**config.mk**
```make
export PLATFORM = sky130hd
export DESIGN_NAME = death_manager
export DESIGN_NICKNAME = d
export VERILOG_FILES = /design/src/rtl/death_manager.sv
export SDC_FILE = /design/constraint.sdc
export NUM_CORES = 1
export LEC_CHECK = 0
export ABC_AREA = 1
export ABC_CLOCK_PERIOD_IN_PS = 3700
export BUFFER_PORTS_ARGS = -buffer_cell sky130_fd_sc_hd__buf_2
export CAP_MARGIN = 40
export CORE_UTILIZATION = 57
export DETAILED_ROUTE_END_ITERATION = 10
export MAX_ROUTING_LAYER = met4
export PLACE_DENSITY = 0.86
export SLEW_MARGIN = 20
export SYNTH_ARGS = -nofsm -noshare
export SYNTH_HDL_FRONTEND = slang
export SYNTH_SLANG_ARGS = --single-unit
```
**constraint.sdc**
```tcl
create_clock -name clk -period 3.7 [get_ports clk]
set_input_delay 0 -clock clk [delete_from_list [all_inputs] [get_ports clk]]
set_output_delay 0 -clock clk [all_outputs]
set_load 0.03 [all_outputs]
```
**src/rtl/death_manager.sv**
```systemverilog
// ---------------------------------------------------------------------------
// death_manager
//
// Per-level life/death controller for the kid. It combines the hazard
// collision flags and a fall-off-screen check into one death event. On a
// death it freezes play for FREEZE_FRAMES frames, then shows game over and
// waits for a fresh press of the restart key. A restart holds level_rst
// high for RESET_CYCLES clocks so every hazard block is reset. On the first
// of those clocks it pulses spawn_load so the kid block reloads its spawn
// point. The block also counts deaths (saturating at 9999) and records the
// cause of the most recent death.
//
// Ports
//   clk          system clock
//   rst          asynchronous, active-high reset
//   frame_tick   one-clk pulse per video frame
//   hit_vec      is_collide from each hazard, bit i = hazard i
//   kid_y        current kid y position
//   respawn_key  restart key level (already synchronised)
//   kid_dead     high while DYING or DEAD; freezes kid motion
//   game_over    high while DEAD; enables the overlay
//   level_rst    reset to every hazard block
//   spawn_load   one-cycle pulse; kid block loads spawn_x / spawn_y
//   spawn_x/y    constant respawn coordinates
//   death_count  deaths since reset, saturating at 9999
//   last_cause   lowest hit hazard index, or NUM_HAZARDS for a fall
//
// Leaving reset is handled exactly like a restart-key press. The first clock
// edge after rst is released plays the role of the key edge: spawn_load
// pulses and level_rst is then held for RESET_CYCLES cycles.
// ---------------------------------------------------------------------------
module death_manager #(
    parameter int NUM_HAZARDS   = 4,
    parameter int SPAWN_X       = 40,
    parameter int SPAWN_Y       = 540,
    parameter int FREEZE_FRAMES = 30,
    parameter int RESET_CYCLES  = 4,
    parameter int SCREEN_H      = 600
) (
    input  logic                                 clk,
    input  logic                                 rst,
    input  logic                                 frame_tick,
    input  logic [NUM_HAZARDS-1:0]               hit_vec,
    input  logic [9:0]                           kid_y,
    input  logic                                 respawn_key,
    output logic                                 kid_dead,
    output logic                                 game_over,
    output logic                                 level_rst,
    output logic                                 spawn_load,
    output logic [9:0]                           spawn_x,
    output logic [9:0]                           spawn_y,
    output logic [13:0]                          death_count,
    output logic [$clog2(NUM_HAZARDS+1)-1:0]     last_cause
);

    localparam int CW = $clog2(NUM_HAZARDS + 1);

    // The frame counter only needs to reach FREEZE_FRAMES-1.
    // The reset counter only needs to reach RESET_CYCLES-1.
    localparam int FW = (FREEZE_FRAMES > 1) ? $clog2(FREEZE_FRAMES) : 1;
    localparam int RW = (RESET_CYCLES > 1) ? $clog2(RESET_CYCLES) : 1;
    localparam logic [FW-1:0] FF_LAST = FW'((FREEZE_FRAMES > 0) ? FREEZE_FRAMES - 1 : 0);
    localparam logic [RW-1:0] RC_LAST = RW'((RESET_CYCLES > 0) ? RESET_CYCLES - 1 : 0);
    localparam logic [13:0]   COUNT_MAX = 14'd9999;

    localparam logic [1:0] ST_ALIVE   = 2'd0;
    localparam logic [1:0] ST_DYING   = 2'd1;
    localparam logic [1:0] ST_DEAD    = 2'd2;
    localparam logic [1:0] ST_RESPAWN = 2'd3;

    logic [1:0]    state_reg,       state_next;
    logic [RW-1:0] rst_cnt_reg,     rst_cnt_next;
    logic [FW-1:0] frame_cnt_reg,   frame_cnt_next;
    logic          boot_reg,        boot_next;
    logic          key_prev_reg,    key_prev_next;
    logic          kid_dead_reg,    kid_dead_next;
    logic          game_over_reg,   game_over_next;
    logic          level_rst_reg,   level_rst_next;
    logic          spawn_load_reg,  spawn_load_next;
    logic [13:0]   death_count_reg, death_count_next;
    logic [CW-1:0] last_cause_reg,  last_cause_next;

    logic          key_edge;
    logic          fall;
    logic          any_hit;
    logic          death;
    logic [CW-1:0] cause;

    assign key_edge = respawn_key & ~key_prev_reg;
    assign fall     = (32'(kid_y) >= 32'(SCREEN_H));
    assign any_hit  = |hit_vec;
    assign death    = any_hit | fall;

    // Lowest set hazard index wins. The default of NUM_HAZARDS covers
    // the fall-only case: with no hazard hit, a death can only be a fall.
    always_comb begin
        cause = CW'(NUM_HAZARDS);
        for (int i = NUM_HAZARDS - 1; i >= 0; i--) begin
            if (hit_vec[i]) begin
                cause = CW'(i);
            end
        end
    end

    always_comb begin
        state_next       = state_reg;
        rst_cnt_next     = rst_cnt_reg;
        frame_cnt_next   = frame_cnt_reg;
        boot_next        = boot_reg;
        key_prev_next    = respawn_key;
        kid_dead_next    = kid_dead_reg;
        game_over_next   = game_over_reg;
        level_rst_next   = level_rst_reg;
        spawn_load_next  = 1'b0;
        death_count_next = death_count_reg;
        last_cause_next  = last_cause_reg;

        case (state_reg)
            ST_RESPAWN: begin
                if (boot_reg) begin
                    // First edge after reset release acts as the restart edge.
                    boot_next       = 1'b0;
                    spawn_load_next = 1'b1;
                    level_rst_next  = 1'b1;
                    rst_cnt_next    = '0;
                end else if (rst_cnt_reg == RC_LAST) begin
                    state_next     = ST_ALIVE;
                    level_rst_next = 1'b0;
                end else begin
                    rst_cnt_next = rst_cnt_reg + 1'b1;
                end
            end

            ST_ALIVE: begin
                if (death) begin
                    state_next      = ST_DYING;
                    kid_dead_next   = 1'b1;
                    frame_cnt_next  = '0;
                    last_cause_next = cause;
                    if (death_count_reg != COUNT_MAX) begin
                        death_count_next = death_count_reg + 14'd1;
                    end
                end else if (key_edge) begin
                    state_next      = ST_RESPAWN;
                    level_rst_next  = 1'b1;
                    spawn_load_next = 1'b1;
                    rst_cnt_next    = '0;
                end
            end

            ST_DYING: begin
                // With zero freeze frames the first DYING cycle exits directly.
                if ((FREEZE_FRAMES == 0) || (frame_tick && (frame_cnt_reg == FF_LAST))) begin
                    state_next     = ST_DEAD;
                    game_over_next = 1'b1;
                end else if (frame_tick) begin
                    frame_cnt_next = frame_cnt_reg + 1'b1;
                end
            end

            ST_DEAD: begin
                if (key_edge) begin
                    state_next      = ST_RESPAWN;
                    kid_dead_next   = 1'b0;
                    game_over_next  = 1'b0;
                    level_rst_next  = 1'b1;
                    spawn_load_next = 1'b1;
                    rst_cnt_next    = '0;
                end
            end

            default: begin
                state_next     = ST_RESPAWN;
                boot_next      = 1'b1;
                level_rst_next = 1'b1;
                kid_dead_next  = 1'b0;
                game_over_next = 1'b0;
            end
        endcase
    end

    always_ff @(posedge clk or posedge rst) begin
        if (rst) begin
            state_reg       <= ST_RESPAWN;
            rst_cnt_reg     <= '0;
            frame_cnt_reg   <= '0;
            boot_reg        <= 1'b1;
            key_prev_reg    <= 1'b0;
            kid_dead_reg    <= 1'b0;
            game_over_reg   <= 1'b0;
            level_rst_reg   <= 1'b1;
            spawn_load_reg  <= 1'b0;
            death_count_reg <= '0;
            last_cause_reg  <= '0;
        end else begin
            state_reg       <= state_next;
            rst_cnt_reg     <= rst_cnt_next;
            frame_cnt_reg   <= frame_cnt_next;
            boot_reg        <= boot_next;
            key_prev_reg    <= key_prev_next;
            kid_dead_reg    <= kid_dead_next;
            game_over_reg   <= game_over_next;
            level_rst_reg   <= level_rst_next;
            spawn_load_reg  <= spawn_load_next;
            death_count_reg <= death_count_next;
            last_cause_reg  <= last_cause_next;
        end
    end

    assign kid_dead    = kid_dead_reg;
    assign game_over   = game_over_reg;
    assign level_rst   = level_rst_reg;
    assign spawn_load  = spawn_load_reg;
    assign death_count = death_count_reg;
    assign last_cause  = last_cause_reg;
    assign spawn_x     = 10'(SPAWN_X);
    assign spawn_y     = 10'(SPAWN_Y);

endmodule
```
==> results of run 1 <==
==> per-stage QoR <==
step | total power, mW | std cells | setup slack (ns) | area, um^2 | hold WS (ns)
finish | 1.846 | 376 | 1.927 | 2447 | 0.04329
global route | 1.989 | 376 | 1.796 | 2447 | 0.1006
CTS | 1.859 | 376 | 1.933 | 2447 | 0.03174
detailed placement | 1.514 | 365 | 1.926 | 2306 | 0.1100
global placement | 1.489 | 365 | 1.960 | 2306 | 0.1068
floorplan | 1.351 | 303 | 2.066 | 2245 | 0.03143
==> cells by family (layout without fill, tap and decap cells) <==
logic type               count (synthesis)  in the layout
XOR/XNOR                                14             14
other                                    2             20
flip-flops                              32             32
AO/OA/AOI/OAI                           29             29
buffers and inverters                   56             81
AND/OR/NAND/NOR                        144            144
adder cells (fa/ha/maj)                  8              8
==> routing by layer <==
metal	vias to the layer above	part of all wire, %	track usage [%]
met5	-	0	-
met4	0	0.30	7.102
met3	2	3.5	4.464
met2	41	52	38.96
met1	841	45	26.61
li1	934	-	-
==> area by class of cell <==
cell class              instances  share of cell area (%)
clock buffers                   5                   2.812
clock inverters                 3                   1.738
inverters                      34                   5.419
multi-input cells             215                   45.96
flip-flops and latches         32                   32.92
well taps                      48                   2.454
repair buffers                 39                   8.691
==> path summary, 6_finish.rpt <==
check | startpoint | depth (start not counted) | endpoint | slack, ns
worst max-delay path | state_reg[0]$_DFFE_PP1P_ | 8 | frame_cnt_reg[3]$_DFFE_PP0P_ | 1.93
worst min-delay path | hit_vec[2] | 4 | last_cause[0]$_DFFE_PP0P_ | 0.04
worst max register to register | state_reg[0]$_DFFE_PP1P_ | 8 | frame_cnt_reg[3]$_DFFE_PP0P_ | 1.93
worst min register to register | level_rst$_DFFE_PP1P_ | 2 | level_rst$_DFFE_PP1P_ | 0.47
max in group asynchronous | rst | 4 | boot_reg$_DFFE_PP1P_ | 3.03
min in group asynchronous | rst | 4 | death_count[5]$_DFFE_PP0P_ | 0.34
==> worst min-delay path, cell delays in order <==
cell and delay (ns):
buf_2 0.08, o21ai_0 0.07, nand2_1 0.05, o21ai_0 0.07
==> Yosys cell counts, types with 2 or more instances <==
cell type | instances | area, um^2
a21oi_1 | 4 | 20.02
buf_4 | 20 | 150.1
conb_1 | 2 | 7.510
dfrtp_1 | 28 | 700.7
dfstp_2 | 4 | 105.1
ha_1 | 8 | 100.1
inv_1 | 33 | 123.9
nand2_1 | 82 | 307.8
nand2_2 | 2 | 12.51
nand3_1 | 19 | 95.09
nand3_2 | 3 | 30.03
nand4_1 | 3 | 18.77
nor2_1 | 26 | 97.59
o21ai_0 | 15 | 75.07
o21ai_2 | 9 | 78.83
xnor2_1 | 6 | 52.55
xor2_1 | 8 | 70.07
==> repair_timing <==
action,4_1_cts,5_1_grt
endpoints found under the hold margin,30,0
hold buffers,3,0
setup endpoints to repair,0,0
==> power groups by stage <==
stage               registers, mW  logic, mW  clock network (mW)
detailed placement          0.582      0.931                   0
CTS                         0.578      0.938               0.343
finish                      0.576      0.937               0.333
floorplan                   0.735      0.616                   0
global route                0.596       1.04               0.356
global placement            0.579      0.910                   0
==> impl_metrics.tcl, run 1 <==
set metrics [dict create \
    status "completed" \
    dieArea_um2 4070 \
    grt_pass1_wl_um 7134 \
    path_delay_family "simple AND/OR/NAND/NOR gates" \
    synth-simple-area-share_pct 29.66 \
    synth_top_family_by_area "simple AND/OR/NAND/NOR gates" \
    slowest_stage "dfstp_2" \
    num_rows 22 \
    avgSynthCellArea_um2 7.639 \
    routed_wirelength_um 4004 \
    fin_crit_sh_pct 47.91 \
    drtAntennaViolNets 0 \
    multi_input_area_um2 1125 \
    grt_max_degree 33 \
    synth_edf_count 0 \
    viasPerCell 4.835 \
    die_w_um 63.80 \
    htreeDepth 2 \
    drtIter0Drc 146 \
    clockRootBuffer "clkbuf_8" \
    grt-ovfl-total 0 \
    synthAdderAreaFrac_pct 4.598 \
    drive_above_1_share_pct 21.04 \
    core_area_um2 3661 \
    p_int_mw 0.9630 \
    crit_chain "ha_1 > inv_1 > nor2_2 > nand2_1 > o21ai_2 > nand2_2 > nand2_1 > nand2_1" \
    post-cts-setup-buffer-count 0 \
    dpl.hpwl_um 2915 \
    cp_num_buf_inv 1 \
    p_leak_nw 1.271 \
    ys_seq_area_share_pct 37.01 \
    p_comb_share_pct 50.8 \
    path_max_fanout 8 \
    dr.pass1.iters 4 \
    yosys_warnings 0 \
    syn-cell-area_um2 2177 \
    hold_viol 0 \
    timing.fmax_ghz 0.5641 \
    powerDensity_nw_per_um2 754.2 \
    cp.required_ns 3.88 \
    ctsResizeCount 0 \
    fin_worst_skew_ns 0.007698 \
    io_pins 59 \
    clock_latency_ns 0.28 \
    yosys_register_bits 32 \
    worstSetupStartpointType "register" \
    port_buffers 35 \
    drv_cap 0 \
    cts.path.max_buffers 2 \
    rsz0062_at_grt "false" \
    fin_util_pct 66.85 \
    antenna_found_initial 0 \
    nets 353 \
    crit_type "register to register" \
    drc_errors 0 \
    cts.sinks 32 \
    final_common_cell "nand2_1" \
    synthMuxAreaShare_pct 0 \
    synth_cells 285 \
    tritoncts "done" \
    cpPeakStageDelay_ns 0.56 \
    seqCellArea_um2 805.8 \
    synth_compound_area_share_pct 8.333 \
    power_frac_seq_pct 31.2 \
    async_reset_ff_share_pct 100.0 \
    largest_reg_flops 14 \
    finalWeightedCongestion 0.9775 \
    fillers 297 \
    cts.reportedPaths.clkPinSlew_ns 0.07 \
    cts_made_buffers 5 \
    fin_setup_tns_ns 0 \
    syn2layout_area_growth_pct 12.41 \
    p_clk_share_pct 18.0 \
    endpoint_kind "register" \
    synth-main-ff-cell "dfrtp_1" \
    min_period_ns 1.773 \
    track_usage_pct 22.67 \
    setup_viol 0 \
    crit_top_cell "nand2_1" \
    start_util_pct 59.47 \
    switching_share_pct 47.83 \
    max-vdd-ir-drop_mv 0.4452 \
    synth.distinct_cells 30 \
    grt_pass1_vias 1712 \
    switchingPower_mw 0.8828 \
    vias 1818 \
    post_drt_wl_per_cell_um 10.65 \
    synthXorXnorAreaFrac_pct 5.632 \
    antenna_cells 0 \
    final_cell_mix "82 x nand2_1, 35 x buf_2, 33 x inv_1, 28 x dfrtp_1, 26 x nor2_1" \
    drv_slew 0 \
    die_y_um 63.80 \
    arrival_ns 1.95 \
    hold_path.class "input pin to register" \
]
No activity file was read; power rests on OpenSTA's default activity.
==> run 2, diff against run 1 <==
ABC_CLOCK_PERIOD_IN_PS = 1850   (was 3700)
CORE_UTILIZATION = 53   (was 57)
PLACE_DENSITY = 0.81   (was 0.86)
clock period = 1.85 ns   (was 3.7 ns; I/O delays follow)
==> impl_metrics.tcl, run 2 (synthesis gave the netlist of run 1 again) <==
set metrics [dict create \
    status "completed" \
    crit_type "register to register" \
    cts.reportedPaths.clkPinSlew_ns 0.07 \
    holdPathStages 4 \
    grt_pass1_vias 1728 \
    finalWeightedCongestion 0.8688 \
    clockRootBuffer "clkbuf_8" \
    io_pins 59 \
    antenna_cells 0 \
    dr.pass1.iters 5 \
    worst_r2r_path_depth 8 \
    post_drt_wl_per_cell_um 11.19 \
    crit_chain "ha_2 > inv_1 > nor2_2 > nand2_1 > o21ai_2 > nand2_2 > nand2_1 > nand2_1" \
    start_util_pct 57.31 \
    largest_reg_flops 14 \
    tritoncts "done" \
    arrival_ns 1.82 \
    cts.sinks 32 \
    cts.path.max_buffers 2 \
    rsz0062_at_grt "false" \
    syn2layout_area_growth_pct 12.13 \
    cp.required_ns 2.05 \
    grt-ovfl-total 0 \
    fin_crit_sh_pct 87.68 \
    timing.fmax_ghz 0.6165 \
    dpl.hpwl_um 3090 \
    core_area_um2 3799 \
    antenna_found_initial 0 \
    max-vdd-ir-drop_mv 1.020 \
    drive_above_1_share_pct 21.88 \
    vias 1842 \
    drc_errors 0 \
    powerDensity_nw_per_um2 1489 \
    cts_made_buffers 5 \
    drtAntennaViolNets 0 \
    fin_util_pct 64.26 \
    gr-usage-met3_pct 4.828 \
    endpoint_kind "register" \
    die_y_um 66.09 \
    fillers 343 \
    grt_use_met2_pct 40.56 \
    hold_path.class "input pin to register" \
    port_buffers 35 \
    cpPeakStageDelay_ns 0.56 \
    p_leak_nw 1.269 \
    worstSetupStartpointType "register" \
    final_cell_mix "82 x nand2_1, 35 x buf_2, 33 x inv_1, 28 x dfrtp_1, 26 x nor2_1" \
    crit_top_cell "nand2_1" \
    final_common_cell "nand2_1" \
    die_w_um 66.09 \
    grt_pass1_wl_um 7176 \
    top_usage_layer "met2" \
    post-cts-setup-buffer-count 0 \
    htreeDepth 2 \
    fin_setup_tns_ns 0 \
    path_max_fanout 6 \
    track_usage_pct 22.92 \
    drv_slew 0 \
    num_rows 22 \
    fin_worst_skew_ns 0.003283 \
    nets 354 \
    viasPerCell 4.886 \
    min_period_ns 1.622 \
    grt_max_degree 33 \
    clock_latency_ns 0.30 \
    setup_viol 0 \
    dieArea_um2 4368 \
    hold_viol 0 \
    drtIter0Drc 87 \
    slowest_stage "dfstp_2" \
    drv_cap 0 \
    routed_wirelength_um 4219 \
    grtUsageMet1_pct 23.77 \
]
==> run 2: final timing paths <==
check | from | to | slack [ns]
max | state_reg[0]$_DFFE_PP1P_ | frame_cnt_reg[4]$_DFFE_PP0P_ | 0.23
min | hit_vec[2] | last_cause[0]$_DFFE_PP0P_ | 0.03
max reg2reg | state_reg[0]$_DFFE_PP1P_ | frame_cnt_reg[4]$_DFFE_PP0P_ | 0.23
min reg2reg | level_rst$_DFFE_PP1P_ | level_rst$_DFFE_PP1P_ | 0.47
max in group asynchronous | rst | state_reg[1]$_DFFE_PP1P_ | 1.19
min in group asynchronous | rst | death_count[2]$_DFFE_PP0P_ | 0.33
==> run 2: stage by stage <==
step	total power [mW]	setup slack, ns	cells	hold WS (ns)	area, um^2
after CTS	3.652	0.1498	377	0.02448	2436
after global placement	3.002	0.2222	366	0.1115	2313
after floorplan	2.702	0.2156	303	0.03143	2245
final	3.636	0.2278	377	0.02981	2441
after global routing	3.938	0.04795	377	0.05447	2441
after detailed placement	3.066	0.1538	366	0.1124	2313
==> run 2: metal layers <==
layer | up-vias | part of all wire [%]
li1 | 934 | -
met1 | 858 | 41
met4 | 0 | 2.5
met3 | 8 | 4.6
met5 | - | 0
met2 | 42 | 52
==> run 2: layout make-up <==
| class | count | area, um^2 | share of cell area [%] |
|---|---|---|---|
| clock buffers | 6 | 82.58 | 3.383 |
| clock inverters | 2 | 10.01 | 0.4100 |
| inverters | 34 | 132.6 | 5.433 |
| multi-input cells | 215 | 1130 | 46.28 |
| flip-flops and latches | 32 | 805.8 | 33.01 |
| well taps | 48 | 60.06 | 2.460 |
| repair buffers | 40 | 220.2 | 9.021 |
==> run 2: timing repair <==
item	CTS	global route
hold buffers	3	0
endpoints found under the hold margin	30	0
gates resized for setup	0	2
endpoints found under the setup margin	0	1
==> run 2: power breakdown <==
group	switching, mW	leakage [nW]	internal, mW
logic	1.29	0.806	0.599
registers	0.214	0.412	0.951
clock network	0.286	0.0510	0.297
total	1.79	1.27	1.85
==> run 2: worst max-delay path, delay by kind of cell (launching register included) <==
family	cells	cell delay [ns]
AOI/OAI and AO/OA	1	0.13
and+or+nand+nor	5	0.53
adders and majority gates	1	0.23
buffers and inverters	1	0.07
DFF	1	0.56
==> run 3, diff against run 2 <==
ABC_AREA = unset   (was 1)
CORE_MARGIN = 4   (was unset)
CORE_UTILIZATION = 51   (was 53)
HOLD_SLACK_MARGIN = 0.08   (was unset)
PLACE_DENSITY = 0.79   (was 0.81)
==> impl_metrics.tcl, run 3 <==
set metrics [dict create \
    arrival_ns 2.00 \
    gr-usage-met3_pct 4.604 \
    port_buffers 35 \
    hold_path.class "input pin to register" \
    post_drt_wl_per_cell_um 14.12 \
    io_pins 59 \
    cts.reportedPaths.clkPinSlew_ns 0.06 \
    drive_above_1_share_pct 30.04 \
    crit_chain "inv_1 > ha_1 > and4_1 > o21a_4 > or3b_4 > o31ai_1" \
    start_util_pct 53.22 \
    grt_pass1_vias 1526 \
    finalWorstSetupSlack_ns 0.03844 \
    slowest_stage "or3b_4" \
    r2r-end "frame_cnt_reg[2]$_DFFE_PP0P_" \
    viasPerCell 5.382 \
    nets 278 \
    timing.fmax_ghz 0.5520 \
    synth_cells 196 \
    layout.cells.non_filler 301 \
    tritoncts "done" \
    hold_end "last_cause[0]$_DFFE_PP0P_" \
    crit_type "register to register" \
    core_area_um2 3689 \
    max-vdd-ir-drop_mv 1.086 \
    cts.path.max_buffers 2 \
    cp.required_ns 2.03 \
    grt_max_degree 33 \
    fin_crit_sh_pct 97.92 \
    dpl.hpwl_um 2961 \
    synth.distinct_cells 45 \
    setup_viol 0 \
    clockRootBuffer "clkbuf_8" \
    syn-cell-area_um2 1963 \
    final_cell_mix "35 x buf_2, 28 x dfrtp_1, 20 x conb_1, 13 x buf_4" \
    dp_slack_ns 0.01508 \
    rsz0062_at_grt "true" \
    antenna_found_initial 0 \
    path_delay_family "simple AND/OR/NAND/NOR gates" \
    drtIter0Drc 98 \
    cp_num_buf_inv 1 \
    endpoint_kind "register" \
    whs_ns 0.1208 \
    holdPathStages 3 \
    track_usage_pct 18.32 \
    antenna_cells 0 \
    die_y_um 70.04 \
    yosys_warnings 0 \
    synth_area_leaders "dfrtp_1 36%, buf_4 7.6%, dfstp_2 5.4%" \
    dr.pass1.iters 4 \
    finalWeightedCongestion 0.8428 \
    async_reset_ff_share_pct 100.0 \
    fin_util_pct 65.57 \
    dieArea_um2 4906 \
    post-synth-top-count-cell "dfrtp_1" \
    status "completed" \
    synthTopCellsByCount "28 x dfrtp_1, 20 x buf_4, 10 x nand2_1, 10 x xnor2_1" \
    hold_viol 0 \
    dpl.cell_count 284 \
    yosys_register_bits 32 \
    ys_seq_area_share_pct 41.05 \
    drv_slew 0 \
    stdcell_area_um2 2419 \
    worst_r2r_path_depth 6 \
    powerDensity_nw_per_um2 1460 \
    grt_pass1_wl_um 7148 \
    fin_worst_skew_ns 0.005622 \
    syn2layout_area_growth_pct 23.20 \
    avgSynthCellArea_um2 10.02 \
    drtAntennaViolNets 0 \
    grt_use_met2_pct 28.86 \
    top_usage_layer "met2" \
    post_dp_cell_area_um2 2197 \
    vias 1620 \
    routed_wirelength_um 4251 \
    power_mw 3.532 \
    cpPeakStageDelay_ns 0.44 \
    synth-main-ff-cell "dfrtp_1" \
    cts_made_buffers 5 \
    drc_errors 0 \
    drv_cap 0 \
    grtUsageMet1_pct 23.14 \
    yosys.area.top_type_share_pct 35.69 \
    hp-start "hit_vec[0]" \
    fin_setup_tns_ns 0 \
    die_w_um 70.04 \
    num_rows 22 \
    path_max_fanout 5 \
    p_leak_nw 1.137 \
    htreeDepth 2 \
    synth_top_area_cell "dfrtp_1" \
    rr_startpoint "frame_cnt_reg[1]$_DFFE_PP0P_" \
    worstSetupStartpointType "register" \
    largest_reg_flops 14 \
    grt-ovfl-total 0 \
    cts.sinks 32 \
    min_period_ns 1.812 \
    final_common_cell "buf_2" \
    reg2reg_slack_ns 0.04 \
    synth_edf_count 0 \
    clock_latency_ns 0.28 \
]
## run 3: cell types whose count changed after synthesis, sizes merged, moves of 5 or more
cell / before / now
nor2: 29 / 7
nand2: 85 / 10
and3: 1 / 6
o21ai: 24 / 7
a21oi: 4 / 9
nand3: 22 / 6
inv: 33 / 9
nand4: 3 / 8
and4: 0 / 5
xor2: 8 / 2
## run 3: layout make-up
cell class,instances,area (um^2)
clock inverter,2,35.03
inverter,9,33.78
multi-input combinational,148,1047
clock buffer,6,72.57
tap,48,60.06
fill,285,1270
timing repair buffer,56,364.1
sequential,32,805.8
## run 3: kinds of logic after synthesis
kind of cell	share of synthesized area, %
XOR/XNOR	5.354
AO/OA/AOI/OAI	14.28
flip-flops	41.05
multiplexers	3.250
other	0.3826
adder cells (fa/ha/maj)	5.099
AND/OR/NAND/NOR	20.14
buffers and inverters	10.45
## run 3: worst max-delay path by stage
stage / from / to / slack (ns) / depth (start not counted)
global placement: state_reg[0]$_DFFE_PP1P_ / level_rst$_DFFE_PP1P_ / 0.06 / 7
CTS: state_reg[1]$_DFFE_PP1P_ / frame_cnt_reg[4]$_DFFE_PP0P_ / 0.005 / 5
floorplan: state_reg[0]$_DFFE_PP1P_ / frame_cnt_reg[3]$_DFFE_PP0P_ / 0.12 / 5
global route: frame_cnt_reg[1]$_DFFE_PP0P_ / frame_cnt_reg[2]$_DFFE_PP0P_ / -0.04 / 6
detailed placement: state_reg[0]$_DFFE_PP1P_ / level_rst$_DFFE_PP1P_ / 0.02 / 7
finish: frame_cnt_reg[1]$_DFFE_PP0P_ / frame_cnt_reg[2]$_DFFE_PP0P_ / 0.04 / 6
## run 3: routing by layer
metal,vias up,wire length [um]
li1,777,-
met1,778,1830
met2,58,2090
met3,7,272
met4,0,59
met5,-,0
## run 3: what timing repair did
action | in CTS | in global routing
hold buffers | 6 | 0
endpoints found under the setup margin | 1 | 8
endpoints found under the hold margin | 31 | 0
pin swaps | 1 | 4
setup buffers | 0 | 3
gates resized for setup | 0 | 9
## run 3: worst reg2reg max path, delay by kind of cell (launching register included)
kind	cells	cell delay (ns)
AND/OR/NAND/NOR	2	0.66
AO/OA/AOI/OAI	2	0.44
flip-flops	1	0.37
adder cells (fa/ha/maj)	1	0.17
buffers and inverters	1	0.07
## run 3: power by group
group | switching (mW) | internal (mW)
Sequential | 0.171 | 0.919
Clock | 0.254 | 0.399
Combinational | 1.02 | 0.766
Total | 1.45 | 2.08
